**src/rtl/stack_alu_seq.sv**
```systemverilog
// stack_alu_seq: sequential stack ALU with a valid/ready command port.
// Keeps a DEPTH-entry operand stack and executes NOP/ADD/MUL/PUSH/POP as
// true stack operations, reporting each result with a one-cycle out_valid.
// MUL is an iterative shift-add that takes N cycles.
// Optional feature macro: STACK_ALU_SUB_EN enables opcode 011 as SUB (A-B).
module stack_alu_seq #(
    parameter int unsigned N     = 4,
    parameter int unsigned DEPTH = 16
) (
    input  logic                         clk,
    input  logic                         rst_n,
    input  logic                         in_valid,
    output logic                         in_ready,
    input  logic [2:0]                   opcode,
    input  logic [N-1:0]                 input_data,
    output logic                         out_valid,
    output logic [N-1:0]                 output_data,
    output logic                         overflow,
    output logic                         error,
    output logic                         full,
    output logic                         empty,
    output logic [$clog2(DEPTH+1)-1:0]   count
);

    localparam int unsigned CW = $clog2(DEPTH + 1);
    localparam int unsigned AW = (DEPTH > 1) ? $clog2(DEPTH) : 1;

    localparam logic [2:0] OP_NOP  = 3'b000;
    localparam logic [2:0] OP_ADD  = 3'b100;
    localparam logic [2:0] OP_MUL  = 3'b101;
    localparam logic [2:0] OP_PUSH = 3'b110;
    localparam logic [2:0] OP_POP  = 3'b111;
`ifdef STACK_ALU_SUB_EN
    localparam logic [2:0] OP_SUB  = 3'b011;
`endif

    typedef enum logic {
        S_IDLE = 1'b0,
        S_MUL  = 1'b1
    } state_t;

    state_t            state;
    logic [N-1:0]      mem [DEPTH];
    logic [CW-1:0]     sp;
    logic [CW-1:0]     sp_nxt;

    logic [AW-1:0]     addr_a;
    logic [AW-1:0]     addr_b;
    logic [N-1:0]      a;
    logic [N-1:0]      b;
    logic              ge2;
    logic              is_full;
    logic              is_empty;

    logic              accept;
    logic              cmd_rej;
    logic              start_mul;
    logic [N-1:0]      res_data;
    logic              res_ovf;
    logic [N:0]        sum;
`ifdef STACK_ALU_SUB_EN
    logic [N:0]        diff;
`endif

    logic              wr_en;
    logic [AW-1:0]     wr_addr;
    logic [N-1:0]      wr_data;

    logic [2*N-1:0]    mcand;
    logic [N-1:0]      mplier;
    logic [2*N-1:0]    acc;
    logic [2*N-1:0]    acc_nxt;
    logic [N-1:0]      step;
    logic              last_step;

    // Operand addressing; indices are clamped so they never wrap below zero
    assign ge2      = (sp >= CW'(2));
    assign is_full  = (sp == CW'(DEPTH));
    assign is_empty = (sp == '0);
    assign addr_a   = ge2 ? AW'(sp - CW'(2)) : '0;
    assign addr_b   = is_empty ? '0 : AW'(sp - CW'(1));
    assign a        = mem[addr_a];
    assign b        = mem[addr_b];
    assign accept   = in_valid && in_ready;
    assign count    = sp;

    assign last_step = (step == N'(N - 1));
    assign acc_nxt   = acc + (mplier[0] ? mcand : '0);

    // Command decode: rejection, result fields, stack write and next pointer
    always_comb begin
        cmd_rej   = 1'b0;
        start_mul = 1'b0;
        res_data  = '0;
        res_ovf   = 1'b0;
        sum       = '0;
`ifdef STACK_ALU_SUB_EN
        diff      = '0;
`endif
        wr_en     = 1'b0;
        wr_addr   = addr_a;
        wr_data   = '0;
        sp_nxt    = sp;
        if (state == S_MUL) begin
            if (last_step) begin
                wr_en   = 1'b1;
                wr_data = acc_nxt[N-1:0];
                sp_nxt  = sp - CW'(1);
            end
        end else if (accept) begin
            case (opcode)
                OP_NOP: begin
                    res_data = is_empty ? '0 : b;
                end
                OP_ADD: begin
                    if (!ge2) begin
                        cmd_rej = 1'b1;
                    end else begin
                        sum      = {1'b0, a} + {1'b0, b};
                        res_data = sum[N-1:0];
                        res_ovf  = sum[N];
                        wr_en    = 1'b1;
                        wr_data  = sum[N-1:0];
                        sp_nxt   = sp - CW'(1);
                    end
                end
`ifdef STACK_ALU_SUB_EN
                OP_SUB: begin
                    if (!ge2) begin
                        cmd_rej = 1'b1;
                    end else begin
                        diff     = {1'b0, a} - {1'b0, b};
                        res_data = diff[N-1:0];
                        res_ovf  = (a < b);
                        wr_en    = 1'b1;
                        wr_data  = diff[N-1:0];
                        sp_nxt   = sp - CW'(1);
                    end
                end
`endif
                OP_MUL: begin
                    if (!ge2) begin
                        cmd_rej = 1'b1;
                    end else begin
                        start_mul = 1'b1;
                    end
                end
                OP_PUSH: begin
                    if (is_full) begin
                        cmd_rej = 1'b1;
                    end else begin
                        res_data = input_data;
                        wr_en    = 1'b1;
                        wr_addr  = AW'(sp);
                        wr_data  = input_data;
                        sp_nxt   = sp + CW'(1);
                    end
                end
                OP_POP: begin
                    if (is_empty) begin
                        cmd_rej = 1'b1;
                    end else begin
                        res_data = b;
                        sp_nxt   = sp - CW'(1);
                    end
                end
                default: begin
                    cmd_rej = 1'b1;
                end
            endcase
        end
    end

    // Stack storage; contents need no reset
    always_ff @(posedge clk) begin
        if (wr_en) begin
            mem[wr_addr] <= wr_data;
        end
    end

    // Control FSM, shift-add multiplier and registered result fields
    always_ff @(posedge clk or negedge rst_n) begin
        if (!rst_n) begin
            state       <= S_IDLE;
            in_ready    <= 1'b1;
            out_valid   <= 1'b0;
            output_data <= '0;
            overflow    <= 1'b0;
            error       <= 1'b0;
            full        <= 1'b0;
            empty       <= 1'b1;
            sp          <= '0;
            mcand       <= '0;
            mplier      <= '0;
            acc         <= '0;
            step        <= '0;
        end else begin
            out_valid <= 1'b0;
            sp        <= sp_nxt;
            full      <= (sp_nxt == CW'(DEPTH));
            empty     <= (sp_nxt == '0);
            case (state)
                S_IDLE: begin
                    if (accept) begin
                        if (start_mul) begin
                            state    <= S_MUL;
                            in_ready <= 1'b0;
                            mcand    <= {{N{1'b0}}, a};
                            mplier   <= b;
                            acc      <= '0;
                            step     <= '0;
                        end else begin
                            out_valid   <= 1'b1;
                            output_data <= res_data;
                            overflow    <= res_ovf;
                            error       <= cmd_rej;
                        end
                    end
                end
                S_MUL: begin
                    acc    <= acc_nxt;
                    mcand  <= mcand << 1;
                    mplier <= mplier >> 1;
                    step   <= step + N'(1);
                    if (last_step) begin
                        state       <= S_IDLE;
                        in_ready    <= 1'b1;
                        out_valid   <= 1'b1;
                        output_data <= acc_nxt[N-1:0];
                        overflow    <= |acc_nxt[2*N-1:N];
                        error       <= 1'b0;
                    end
                end
                default: begin
                    state    <= S_IDLE;
                    in_ready <= 1'b1;
                end
            endcase
        end
    end

endmodule

```
**config.mk**
```make
export PLATFORM = sky130hd
export DESIGN_NAME = stack_alu_seq
export DESIGN_NICKNAME = d
export VERILOG_FILES = /design/src/rtl/stack_alu_seq.sv
export SDC_FILE = /design/constraint.sdc
export NUM_CORES = 1
export LEC_CHECK = 0
export ABC_CLOCK_PERIOD_IN_PS = 6100
export CAP_MARGIN = 40
export CORE_MARGIN = 8
export CORE_UTILIZATION = 60
export CTS_BUF_LIST = sky130_fd_sc_hd__clkbuf_8
export DETAILED_ROUTE_END_ITERATION = 8
export PLACE_DENSITY = 0.79
export SLEW_MARGIN = 10
export SYNTH_ARGS = -nofsm -noshare
export SYNTH_HDL_FRONTEND = slang
export SYNTH_SLANG_ARGS = --single-unit
```
**constraint.sdc**
```tcl
create_clock -name clk -period 6.1 [get_ports clk]
set_clock_uncertainty 0.05 [all_clocks]
set_input_delay 0.915 -clock clk [delete_from_list [all_inputs] [get_ports clk]]
set_output_delay 0.915 -clock clk [all_outputs]
set_load 0.005 [all_outputs]
```
==> flow_summary.html <==
<table>
<tr><th>Metric</th><th>Value</th></tr>
<tr><th colspan="2">Floorplan</th></tr>
<tr><td>Starting density of the core</td><td>0.616</td></tr>
<tr><td>Overall die height</td><td>116 um</td></tr>
<tr><td>Site row count</td><td>36</td></tr>
<tr><td>DIE WIDTH</td><td>116 um</td></tr>
<tr><td>Top Ports</td><td>25</td></tr>
<tr><td>Core Area</td><td>9730 um2</td></tr>
<tr><td>Floorplan die area</td><td>13400 um2</td></tr>
<tr><th colspan="2">Setup path</th></tr>
<tr><td>Type of destination of the critical path</td><td>flip-flop</td></tr>
<tr><td>Cell depth of the worst flop-to-flop path</td><td>16</td></tr>
<tr><td>Signal arrival time at the worst endpoint</td><td>5320 ps</td></tr>
<tr><td>Critical path depth</td><td>16</td></tr>
<tr><td>Slowest stage cell on the critical path</td><td>ha_1</td></tr>
<tr><td>CP max stage delay</td><td>690 ps</td></tr>
<tr><td>Number of buffers and inverters on the critical path</td><td>3</td></tr>
<tr><td>Launching element type of the critical path</td><td>flip-flop</td></tr>
<tr><td>Cell class contributing the biggest share of worst-path delay</td><td>adder cells</td></tr>
<tr><td>Critical setup path kind</td><td>reg -&gt; reg</td></tr>
<tr><td>Worst r2r src</td><td>count[1]</td></tr>
<tr><td>Register-to-register path setup slack</td><td>950 ps</td></tr>
<tr><td>Critical path origin</td><td>count[1]</td></tr>
<tr><td>Worst path required time</td><td>6270 ps</td></tr>
<tr><td>Max FO, Critical Path</td><td>16</td></tr>
<tr><td>R2r endpoint</td><td>mem[5][2]</td></tr>
<tr><td>Critical Path Sink</td><td>mem[5][2]</td></tr>
<tr><td>Most frequent cell on the critical path</td><td>ha_1</td></tr>
<tr><td>Cell breakdown of the critical path</td><td>inv_1 -&gt; ha_1 -&gt; nor3b_4 -&gt; nand2_1 -&gt; ha_1 -&gt; buf_4 -&gt; mux4_2 -&gt; a211oi_1 -&gt; a21oi_1 -&gt; ha_1 -&gt; fa_1 -&gt; nand2b_1 -&gt; mux2i_1 -&gt; a21oi_1 -&gt; o21ai_1 -&gt; buf_4</td></tr>
<tr><th colspan="2">Routing</th></tr>
<tr><td>Average via count per standard cell</td><td>6.38</td></tr>
<tr><td>Routed Antenna Nets</td><td>0</td></tr>
<tr><td>Via count of the routed design</td><td>4284</td></tr>
<tr><td>Drt pass-1 iters</td><td>5</td></tr>
<tr><td>Average wire length per cell after detail routing</td><td>20.4 um</td></tr>
<tr><td>Number of remaining DRC errors</td><td>0</td></tr>
<tr><td>DR iter-0 viols</td><td>436</td></tr>
<tr><td>Routed Wire Length</td><td>13700 um</td></tr>
<tr><th colspan="2">Timing</th></tr>
<tr><td>Total of endpoints with negative setup slack in the final report</td><td>0</td></tr>
<tr><td>Slew margin rel.</td><td>0.405</td></tr>
<tr><td>Setup repair after global routing missed its margin</td><td>no</td></tr>
<tr><td>Final slew viol count</td><td>0</td></tr>
<tr><td>Accumulated negative setup slack</td><td>0 ps</td></tr>
<tr><td>Highest attainable clock frequency</td><td>194 MHz</td></tr>
<tr><td>Final WS setup</td><td>949 ps</td></tr>
<tr><td>Number of hold-slack violations in the final timing report</td><td>0</td></tr>
<tr><td>Period utilisation layout</td><td>0.844</td></tr>
<tr><td>Measured slew at the worst slew-check pin</td><td>892 ps</td></tr>
<tr><td>Final critical delay including setup and external delays</td><td>5150 ps</td></tr>
<tr><th colspan="2">Synth</th></tr>
<tr><td>Top FF cell, synth</td><td>edfxtp_1</td></tr>
<tr><td>Area share of fa/ha/maj cells after synthesis</td><td>0.0505</td></tr>
<tr><td>Fraction of the mapped netlist area in simple logic gates</td><td>0.129</td></tr>
<tr><td>Synthesized-area fraction occupied by xor and xnor cells</td><td>0.0203</td></tr>
<tr><td>Distinct cell type count of the synthesized netlist</td><td>65</td></tr>
<tr><td>Fraction of synthesis flops using an asynchronous set or reset pin</td><td>0.385</td></tr>
<tr><td>Complex-gate fraction of the synthesized area</td><td>0.128</td></tr>
<tr><td>Number of synthesized register bits</td><td>104</td></tr>
<tr><td>Number of synthesized flops with an enable pin</td><td>64</td></tr>
<tr><td>Total number of yosys warnings</td><td>0</td></tr>
<tr><td>Mean instance size in the synthesized netlist</td><td>11.7 um2</td></tr>
<tr><td>Sequential fraction of the synthesis area</td><td>0.488</td></tr>
<tr><td>Post-synthesis instance area</td><td>5990 um2</td></tr>
<tr><td>Largest family of logic cells by synthesized area</td><td>multiplexers</td></tr>
<tr><td>Mux share of post-synthesis cell area</td><td>0.157</td></tr>
<tr><td>Post-synth net total</td><td>546</td></tr>
<tr><td>Post-synthesis cell count</td><td>513</td></tr>
<tr><th colspan="2">Power</th></tr>
<tr><td>Total net switching power</td><td>0.00161 W</td></tr>
<tr><td>Combinational power share</td><td>0.608</td></tr>
<tr><td>Reported leakage power</td><td>2.52 nW</td></tr>
<tr><td>Switching Fraction</td><td>0.436</td></tr>
<tr><td>Portion of total power attributed to sequential cells</td><td>0.269</td></tr>
<tr><td>Clk pwr share</td><td>0.124</td></tr>
<tr><td>Power per cell area</td><td>562 nW/um2</td></tr>
<tr><td>Int Pwr</td><td>0.00209 W</td></tr>
<tr><td>Peak VDD IR</td><td>0.289 mV</td></tr>
<tr><th colspan="2">Outcome</th></tr>
<tr><td>Run status</td><td>finished clean</td></tr>
<tr><th colspan="2">CTS</th></tr>
<tr><td>Maximum root-to-sink buffer count</td><td>2</td></tr>
<tr><td>Clk_lat worst skew</td><td>400 ps</td></tr>
<tr><td>CTS Hold Bufs</td><td>0</td></tr>
<tr><td>Maximum level of the CTS H-tree</td><td>3</td></tr>
<tr><td>Worst-path clk slew</td><td>100 ps</td></tr>
<tr><td>Clock tree from TritonCTS</td><td>built</td></tr>
<tr><td>Post-CTS repair timing setup buffer count</td><td>0</td></tr>
<tr><td>Clock tree root driver cell</td><td>clkbuf_8</td></tr>
<tr><td># resized after CTS</td><td>0</td></tr>
<tr><td>Sinks on the clock net</td><td>104</td></tr>
<tr><td>Num CTS Buffers</td><td>9</td></tr>
<tr><th colspan="2">Cells and area</th></tr>
<tr><td>Post-layout nets</td><td>567</td></tr>
<tr><td>Final design utilization</td><td>0.677</td></tr>
<tr><td>Final instance count without filler cells</td><td>672</td></tr>
<tr><td>Ratio of cells with drive above 1 in the final layout</td><td>0.137</td></tr>
<tr><td>Layout overhead on the synthesized area</td><td>10.0%</td></tr>
<tr><td>Number of antenna cells inserted</td><td>0</td></tr>
<tr><th colspan="2">Placement</th></tr>
<tr><td>Inst Count DP</td><td>656</td></tr>
<tr><td>Half-perimeter wire length after placement</td><td>10100 um</td></tr>
<tr><td>Setup slack after placement</td><td>992 ps</td></tr>
<tr><td>Final weighted congestion of routability-driven global placement</td><td>0.911</td></tr>
<tr><td>Number of port buffers</td><td>24</td></tr>
<tr><th colspan="2">Global routing</th></tr>
<tr><td>Overall Global Routing Usage</td><td>0.221</td></tr>
<tr><td>GRT Residual Overflow</td><td>0</td></tr>
<tr><td>Vias in the first global route</td><td>4149</td></tr>
<tr><td>Pin count of the biggest net entering global routing</td><td>46</td></tr>
<tr><td>First-pass GRT wire length</td><td>22400 um</td></tr>
<tr><td>Number of antenna violations at the first check in global routing</td><td>0</td></tr>
<tr><th colspan="2">Run</th></tr>
<tr><td>Max-Cap Viols</td><td>0</td></tr>
<tr><th colspan="2">Hold path</th></tr>
<tr><td>Hold Crit Class</td><td>in -&gt; async</td></tr>
</table>
worst min-delay path by stage:
stage                            to      start  cells after the start
after detailed placement     acc[4]     acc[4]                      2
after global routing       count[2]      rst_n                      1
final                      count[2]      rst_n                      1
after floorplan             step[3]    step[3]                      1
after global placement    mplier[0]  mplier[1]                      2
after CTS                  count[1]      rst_n                      1
cell usage in the layout (no fill, tap or decap), types with 5 or more instances in the layout:
master	synthesis	routed
nand2_1	74	74
edfxtp_1	64	64
dfrtp_1	38	38
nor2_1	35	35
o21ai_0	31	31
mux4_2	26	26
a21oi_1	26	26
clkdlybuf4s50_1	0	23
ha_1	21	21
mux2i_1	19	19
nand3_1	15	15
inv_1	11	11
buf_4	2	11
and2_1	10	10
clkbuf_8	0	9
xnor2_1	7	7
nor2b_1	7	7
o21ai_1	6	6
a31oi_1	6	6
xor2_1	5	5
worst reg2reg max path, cell delays in order, from the launching register on:
cell      delay [ps]
dfrtp_1          670
inv_1            240
ha_1             320
nor3b_4          200
nand2_1          150
ha_1             690
buf_4            340
mux4_2           520
a211oi_1         260
a21oi_1           90
ha_1             240
fa_1             400
nand2b_1         160
mux2i_1          170
a21oi_1           60
o21ai_1          170
buf_4            240
power groups by stage:
stage | logic, W | clock network (W) | registers [W]
2_1_floorplan | 0.00170 | 0 | 0.000963
5_1_grt | 0.00245 | 0.000484 | 0.00102
6_report | 0.00225 | 0.000457 | 0.000995
4_1_cts | 0.00224 | 0.000464 | 0.000995
3_5_place_dp | 0.00222 | 0 | 0.00101
3_3_place_gp | 0.00216 | 0 | 0.00100
logic make-up (layout without fill, tap and decap cells):
logic type / count (synthesis) / after routing
simple gates: 164 / 164
mux: 54 / 54
compound gates: 117 / 117
fa+ha+maj: 23 / 23
flops: 104 / 104
buf+inv: 38 / 64
xor+xnor: 13 / 13
synthesized netlist by cell type (all sizes together) (7+ instances only):
cell type  count  area share
inv           11      0.0069
a21oi         27       0.024
o21ai         37       0.031
buf           11      0.0098
ha            21       0.044
and2          10       0.010
nand2         74       0.046
nor2          38       0.026
nor2b          7      0.0073
mux4          30        0.12
xnor2          8       0.013
nand3         15       0.013
dfrtp         38        0.16
edfxtp        64        0.32
mux2i         19       0.032
clkbuf        15      0.0094
registers in the layout, summed over array words and instances (netlist names):
signal	flops
full	1
in_ready	1
count	5
acc	8
error	1
out_valid	1
overflow	1
mplier	4
output_data	4
state	1
empty	1
mcand	8
mem	64
step	4
through the flow:
stage / power (W) / instance area, um2 / hold slack [ps]
after floorplan: 0.00266 / 5990 / 401
after global routing: 0.00395 / 6590 / 298
after detailed placement: 0.00323 / 6380 / 423
after global placement: 0.00317 / 6350 / 416
final: 0.00370 / 6590 / 300
after CTS: 0.00370 / 6590 / 290
final cells by class:
cell class | instances | area, um2
Timing Repair Buffer | 36 | 338
Multi-Input combinational cell | 371 | 2910
Clock inverter | 7 | 86.3
Fill cell | 732 | 3140
Tap cell | 133 | 166
Clock buffer | 9 | 124
Inverter | 12 | 45.0
Sequential cell | 104 | 2930
layer usage:
layer  vias to the layer above  track usage  part of all wire
li1                       1967            -                 -
met1                      2106        0.289              0.42
met2                       182        0.341              0.47
met3                        29       0.0505             0.077
met4                         0        0.105             0.031
met5                         -            0                 0
Power figures use the tool's default switching activity.
